### config.mk
export PLATFORM = sky130hd
export DESIGN_NAME = load_store_unit
export DESIGN_NICKNAME = d
export VERILOG_FILES = /design/src/rtl/lsu_pkg.sv /design/src/rtl/lsu_align.sv /design/src/rtl/load_store_unit.sv
export SDC_FILE = /design/constraint.sdc
export NUM_CORES = 1
export LEC_CHECK = 0
export CAP_MARGIN = 20
export CORE_MARGIN = 4
export CORE_UTILIZATION = 45
export DETAILED_ROUTE_END_ITERATION = 8
export PLACE_DENSITY = 0.77
export SLEW_MARGIN = 30
export SYNTH_ARGS = -nofsm -noshare
export SYNTH_HDL_FRONTEND = slang
export SYNTH_SLANG_ARGS = --single-unit
### constraint.sdc
create_clock -name clk -period 8.9 [get_ports clk]
set_clock_uncertainty 0.15 [all_clocks]
set_input_delay 2.225 -clock clk [delete_from_list [all_inputs] [get_ports clk]]
set_output_delay 2.225 -clock clk [all_outputs]
set_load 0.1 [all_outputs]
### src/rtl/lsu_pkg.sv
// Shared definitions for the load/store unit: funct3 encodings, FSM states, access legality.
// Latency: none (types, constants and a pure function only).
// Backpressure: not applicable.
package lsu_pkg;

    localparam logic [2:0] F3_B  = 3'd0;
    localparam logic [2:0] F3_H  = 3'd1;
    localparam logic [2:0] F3_W  = 3'd2;
    localparam logic [2:0] F3_BU = 3'd4;
    localparam logic [2:0] F3_HU = 3'd5;

    typedef enum logic [2:0] {
        ST_IDLE,
        ST_LOAD,
        ST_RMW_READ,
        ST_STORE,
        ST_RESP
    } lsu_state_e;

    // True when the request must be rejected: unknown funct3 for its direction, or misaligned.
    function automatic logic lsu_bad_access(input logic we, input logic [2:0] f3, input logic [1:0] lo);
        logic bad;
        bad = 1'b0;
        case (f3)
            F3_B:    bad = 1'b0;
            F3_H:    bad = lo[0];
            F3_W:    bad = (lo != 2'b00);
            F3_BU:   bad = we;
            F3_HU:   bad = we | lo[0];
            default: bad = 1'b1;
        endcase
        return bad;
    endfunction

endpackage

### src/rtl/lsu_align.sv
// Lane extraction with sign/zero extension for loads, lane merge into the old word for stores.
// Latency: purely combinational.
// Backpressure: none; outputs follow inputs.
module lsu_align
    import lsu_pkg::*;
(
    input  logic [2:0]  funct3,
    input  logic [1:0]  addr_lo,
    input  logic [31:0] mem_rdata,
    input  logic [31:0] wdata,
    input  logic [31:0] old_word,
    output logic [31:0] load_data,
    output logic [31:0] store_word
);

    logic [7:0]  byte_sel;
    logic [15:0] half_sel;

    assign byte_sel = mem_rdata[{addr_lo, 3'b000} +: 8];
    assign half_sel = addr_lo[1] ? mem_rdata[31:16] : mem_rdata[15:0];

    // Right-align the addressed lane and extend it to 32 bits.
    always_comb begin
        load_data = mem_rdata;
        case (funct3)
            F3_B:    load_data = {{24{byte_sel[7]}}, byte_sel};
            F3_BU:   load_data = {24'h000000, byte_sel};
            F3_H:    load_data = {{16{half_sel[15]}}, half_sel};
            F3_HU:   load_data = {16'h0000, half_sel};
            default: load_data = mem_rdata;
        endcase
    end

    // Replace only the addressed byte/half of the previously read word; SW takes wdata whole.
    always_comb begin
        store_word = wdata;
        case (funct3)
            F3_B: begin
                store_word = old_word;
                store_word[{addr_lo, 3'b000} +: 8] = wdata[7:0];
            end
            F3_H: begin
                store_word = old_word;
                if (addr_lo[1]) begin
                    store_word[31:16] = wdata[15:0];
                end else begin
                    store_word[15:0] = wdata[15:0];
                end
            end
            default: store_word = wdata;
        endcase
    end

endmodule

### src/rtl/load_store_unit.sv
// RV32I load/store unit: one request at a time to a word-wide memory, sub-word stores via read-modify-write.
// Latency: error 1 cycle, load/SW 2 cycles, SB/SH 3 cycles from accept to the resp_valid pulse.
// Backpressure: req_ready is high only in IDLE; a request held while busy waits untouched.
module load_store_unit
    import lsu_pkg::*;
#(
    parameter int ADDR_W = 32
) (
    input  logic              clk,
    input  logic              rst,
    input  logic              req_valid,
    output logic              req_ready,
    input  logic              req_we,
    input  logic [2:0]        req_funct3,
    input  logic [ADDR_W-1:0] req_addr,
    input  logic [31:0]       req_wdata,
    output logic              resp_valid,
    output logic [31:0]       resp_rdata,
    output logic              resp_err,
    output logic              mem_read,
    output logic              mem_write,
    output logic [ADDR_W-1:0] mem_addr,
    output logic [31:0]       mem_wdata,
    input  logic [31:0]       mem_rdata
);

    lsu_state_e        state_q, state_d;
    logic              we_q, we_d;
    logic [2:0]        funct3_q, funct3_d;
    logic [ADDR_W-1:0] addr_q, addr_d;
    logic [31:0]       wdata_q, wdata_d;
    logic              err_q, err_d;
    // Holds the extended load result, or the old word read for a sub-word store.
    logic [31:0]       data_q, data_d;

    logic              acc_err;
    logic [31:0]       load_data;
    logic [31:0]       store_word;

    assign acc_err = lsu_bad_access(req_we, req_funct3, req_addr[1:0]);

    lsu_align u_align (
        .funct3     (funct3_q),
        .addr_lo    (addr_q[1:0]),
        .mem_rdata  (mem_rdata),
        .wdata      (wdata_q),
        .old_word   (data_q),
        .load_data  (load_data),
        .store_word (store_word)
    );

    // State and captured request registers; reset also aborts any in-flight access.
    always_ff @(posedge clk) begin
        if (rst) begin
            state_q  <= ST_IDLE;
            we_q     <= 1'b0;
            funct3_q <= 3'd0;
            addr_q   <= '0;
            wdata_q  <= 32'h0;
            err_q    <= 1'b0;
            data_q   <= 32'h0;
        end else begin
            state_q  <= state_d;
            we_q     <= we_d;
            funct3_q <= funct3_d;
            addr_q   <= addr_d;
            wdata_q  <= wdata_d;
            err_q    <= err_d;
            data_q   <= data_d;
        end
    end

    // Next state, request capture and memory strobes.
    always_comb begin
        state_d   = state_q;
        we_d      = we_q;
        funct3_d  = funct3_q;
        addr_d    = addr_q;
        wdata_d   = wdata_q;
        err_d     = err_q;
        data_d    = data_q;
        req_ready = 1'b0;
        mem_read  = 1'b0;
        mem_write = 1'b0;
        case (state_q)
            ST_IDLE: begin
                req_ready = 1'b1;
                if (req_valid) begin
                    we_d     = req_we;
                    funct3_d = req_funct3;
                    addr_d   = req_addr;
                    wdata_d  = req_wdata;
                    err_d    = acc_err;
                    data_d   = 32'h0;
                    if (acc_err) begin
                        state_d = ST_RESP;
                    end else if (!req_we) begin
                        state_d = ST_LOAD;
                    end else if (req_funct3 == F3_W) begin
                        state_d = ST_STORE;
                    end else begin
                        state_d = ST_RMW_READ;
                    end
                end
            end
            ST_LOAD: begin
                mem_read = 1'b1;
                data_d   = load_data;
                state_d  = ST_RESP;
            end
            ST_RMW_READ: begin
                mem_read = 1'b1;
                data_d   = mem_rdata;
                state_d  = ST_STORE;
            end
            ST_STORE: begin
                mem_write = 1'b1;
                state_d   = ST_RESP;
            end
            ST_RESP: begin
                state_d = ST_IDLE;
            end
            default: begin
                state_d = ST_IDLE;
            end
        endcase
    end

    assign resp_valid = (state_q == ST_RESP);
    assign resp_err   = resp_valid & err_q;
    assign resp_rdata = (resp_valid && !we_q && !err_q) ? data_q : 32'h0;
    assign mem_addr   = {addr_q[ADDR_W-1:2], 2'b00};
    assign mem_wdata  = (state_q == ST_STORE) ? store_word : 32'h0;

endmodule

==> impl_metrics.py <==
metrics = {
    "worst_setup_path": {
        "ff2ff_path_depth": 5,
        "end_kind": "output pin",
        "reg2reg_to": "data_q[31]$_SDFFE_PP0P_",
        "cpLargestDelayFamily": "buffers and inverters",
        "cp_num_buf_inv": 2,
        "path_class": "flop to output pin",
        "critPathMaxFanout": 11,
        "timing.rr.start": "addr_q[1]$_SDFFE_PP0P_",
        "startpoint_type": "flop",
        "slowest_delay_ps": 1160,
        "rrSetupSlack_ps": 6330,
        "required_ps": 6530,
        "cp_cell_sequence": "inv_1 -> ha_1 -> nand2_1 -> nor4_2 -> a222oi_1 -> nor2_1 -> clkdlybuf4s50_1",
        "worst_ep_arrival_time_ps": 3720,
        "cp_slowest_cell": "clkdlybuf4s50_1",
    },
    "flow_run": {
        "maxCapViolCount": 0,
    },
    "logic_synthesis": {
        "synth_area_leaders": "dfxtp_1 (35%), nand2_1 (12%), a21oi_1 (8.6%)",
        "yosys_most_used_dff": "dfxtp_1",
        "post-synth-top-count-cell": "nand2_1",
        "syn_area_um2": 5970,
        "synth_edf_count": 0,
        "synth_top_area_cell": "dfxtp_1",
        "synthArstFlopShare_pct": 0,
        "netlist.area_leader.share_pct": 34.9,
        "yosysWarnings": 0,
        "yosys-top-cells-count": "nand2_1 (191), dfxtp_1 (104), a21oi_1 (103), nor2_1 (39), buf_4 (37)",
        "synth_cells": 768,
        "ys_types": 60,
        "ys_seq_area_share_pct": 34.9,
        "synth_seq_cells": 104,
        "syn_area_per_cell_um2": 7.78,
    },
    "timing": {
        "hold_viol": 0,
        "setup_viol": 0,
        "post-route-period-util_pct": 68.5,
        "relSlewSlack_pct": 29.7,
        "drv_slew": 0,
        "post-route-min-period_ps": 6100,
        "rsz0062_at_grt": "no",
        "max_freq_ghz": 0.164,
        "finalSetupTns_ps": 0,
        "tightest_slew_ps": 1050,
        "setup_slack_ps": 2800,
    },
    "place": {
        "portBuffers": 201,
        "dp_hpwl_mm": 14.3,
        "dp_worst_setup_slack_ps": 3260,
        "place_congestion": 0.928,
    },
    "global_route": {
        "track_usage_pct": 25.2,
        "grt-ovfl-total": 0,
        "grt_pass1_wl_mm": 29.6,
        "antenna_found_initial": 0,
        "grt_max_degree": 71,
        "grt_pass1_vias": 5422,
    },
    "routing": {
        "vias": 6010,
        "drt_pass1_iterations": 5,
        "ant_nets": 0,
        "avgViaCountPerCell": 5.60,
        "post_drt_wl_per_cell_um": 18.4,
        "drt-total-wl_mm": 19.7,
        "initialDrtViolationCount": 544,
        "drcViolationCount": 0,
    },
    "floorplan": {
        "dieHeight_um": 123,
        "io_pins": 204,
        "fp.dieW_um": 123,
        "die_area_um2": 15200,
        "num_rows": 41,
        "initial_core_util_pct": 46.6,
        "core_um2": 12800,
    },
    "clocking": {
        "post_cts_buffers": 0,
        "worstSkewPairLatency_ps": 360,
        "hold_buffers": 0,
        "clkTransAtPathRegs_ps": 70,
        "cts_buffers": 9,
        "htreeDepth": 3,
        "cts_resized": 0,
        "cts_tree": "yes",
        "clock_path_buffers": 2,
        "clock_sinks": 104,
        "cts_root_buffer": "clkbuf_16",
    },
    "min_path": {
        "holdPathEnd": "addr_q[29]$_SDFFE_PP0P_",
        "whs_path_depth": 2,
        "min_path_type": "flop to flop",
        "holdCritStartpoint": "addr_q[29]$_SDFFE_PP0P_",
    },
    "outcome": {
        "status": "complete, no violations",
    },
    "cells_and_area": {
        "antenna_cells": 0,
        "area_growth_pct": 33.9,
        "n_fill_cell": 1155,
        "nets": 1005,
        "drive_gt1_share_pct": 7.54,
    },
    "pwr": {
        "p_seq_share_pct": 42.0,
        "clock_power_share_pct": 29.3,
        "p_comb_share_pct": 28.6,
        "leakagePower_nw": 2.71,
        "switchingPower_uw": 462,
        "p_per_area_nw_per_um2": 161,
        "switching_share_pct": 35.9,
        "ir_drop_uv": 124,
        "power.internal_uw": 824,
    },
}
## layout by cell type (no fill, tap or decap), types with 9 or more instances in the layout
| master | n |
|---|---|
| clkbuf_16 | 9 |
| nand2_1 | 190 |
| and2_1 | 34 |
| clkdlybuf4s50_1 | 200 |
| o211ai_1 | 14 |
| mux2i_1 | 17 |
| a31oi_2 | 10 |
| dfxtp_1 | 104 |
| nor2_1 | 39 |
| a21oi_1 | 103 |
| a22oi_1 | 17 |
| o21ai_0 | 24 |
## tightest hold or removal path: stages (launching register included)
cell	delay, ps
dfxtp_1	310
nand2_1	50
a21oi_1	50
## cells by family (layout without fill, tap and decap cells)
group	count (synthesis)	count (layout)	synth area share (%)
fa+ha+maj	5	5	1.05
buf+inv	96	229	9.49
mux	26	26	4.61
other cells	1	2	0.0628
simple gates	306	306	23.9
flops	104	104	34.9
compound gates	230	230	26.0
## worst max path at each step
stage | start | to | cells past startpoint
6_report | addr_q[0]$_SDFFE_PP0P_ | mem_wdata[13] | 7
3_3_place_gp | funct3_q[1]$_SDFFE_PP0P_ | mem_wdata[14] | 5
2_1_floorplan | addr_q[1]$_SDFFE_PP0P_ | mem_wdata[23] | 8
5_1_grt | funct3_q[1]$_SDFFE_PP0P_ | mem_wdata[13] | 5
3_5_place_dp | addr_q[0]$_SDFFE_PP0P_ | mem_wdata[13] | 7
4_1_cts | addr_q[0]$_SDFFE_PP0P_ | mem_wdata[13] | 7
## power groups by stage
stage               clock, mW  combinational [mW]  sequential [mW]
detailed placement          0               0.366            0.550
finish                  0.377               0.368            0.540
global placement            0               0.363            0.549
global route            0.405               0.393            0.543
floorplan                   0               0.281            0.528
CTS                     0.386               0.368            0.539
## state kept, by name, summed over array words and instances, names as in the netlist
signal,cells
addr_q,32
data_q,32
we_q,1
funct3_q,3
err_q,1
wdata_q,32
state_q,3
## layer usage
| metal | vias up | track usage (%) | share of wire [%] |
|---|---|---|---|
| met5 | - | 0 | 0 |
| met1 | 2756 | 32.1 | 40 |
| met4 | 0 | 9.13 | 2.8 |
| met2 | 299 | 40.0 | 46 |
| li1 | 2913 | - | - |
| met3 | 42 | 8.28 | 10 |
## final cells by class
| type | count | area [um2] | area share [%] |
|---|---|---|---|
| clock buffers | 10 | 239 | 2.99 |
| clock inverters | 6 | 42.5 | 0.532 |
| inverters | 5 | 18.8 | 0.235 |
| multi-input cells | 569 | 3340 | 41.8 |
| flip-flops and latches | 104 | 2080 | 26.0 |
| well taps | 172 | 215 | 2.69 |
| repair buffers | 208 | 2060 | 25.8 |
## stage by stage
stage | area, um2 | cells | utilization (%) | power [mW] | hold slack [ps]
floorplan | 5980 | 769 | - | 0.809 | 283
CTS | 7990 | 1074 | 62.3 | 1.29 | 305
detailed placement | 7710 | 1058 | 60.1 | 0.916 | 297
global route | 8000 | 1074 | 62.3 | 1.34 | 321
finish | 8000 | 1074 | 62.3 | 1.29 | 303
global placement | 7710 | 1058 | 60.1 | 0.911 | 291
(Power assumes the default switching activity.)
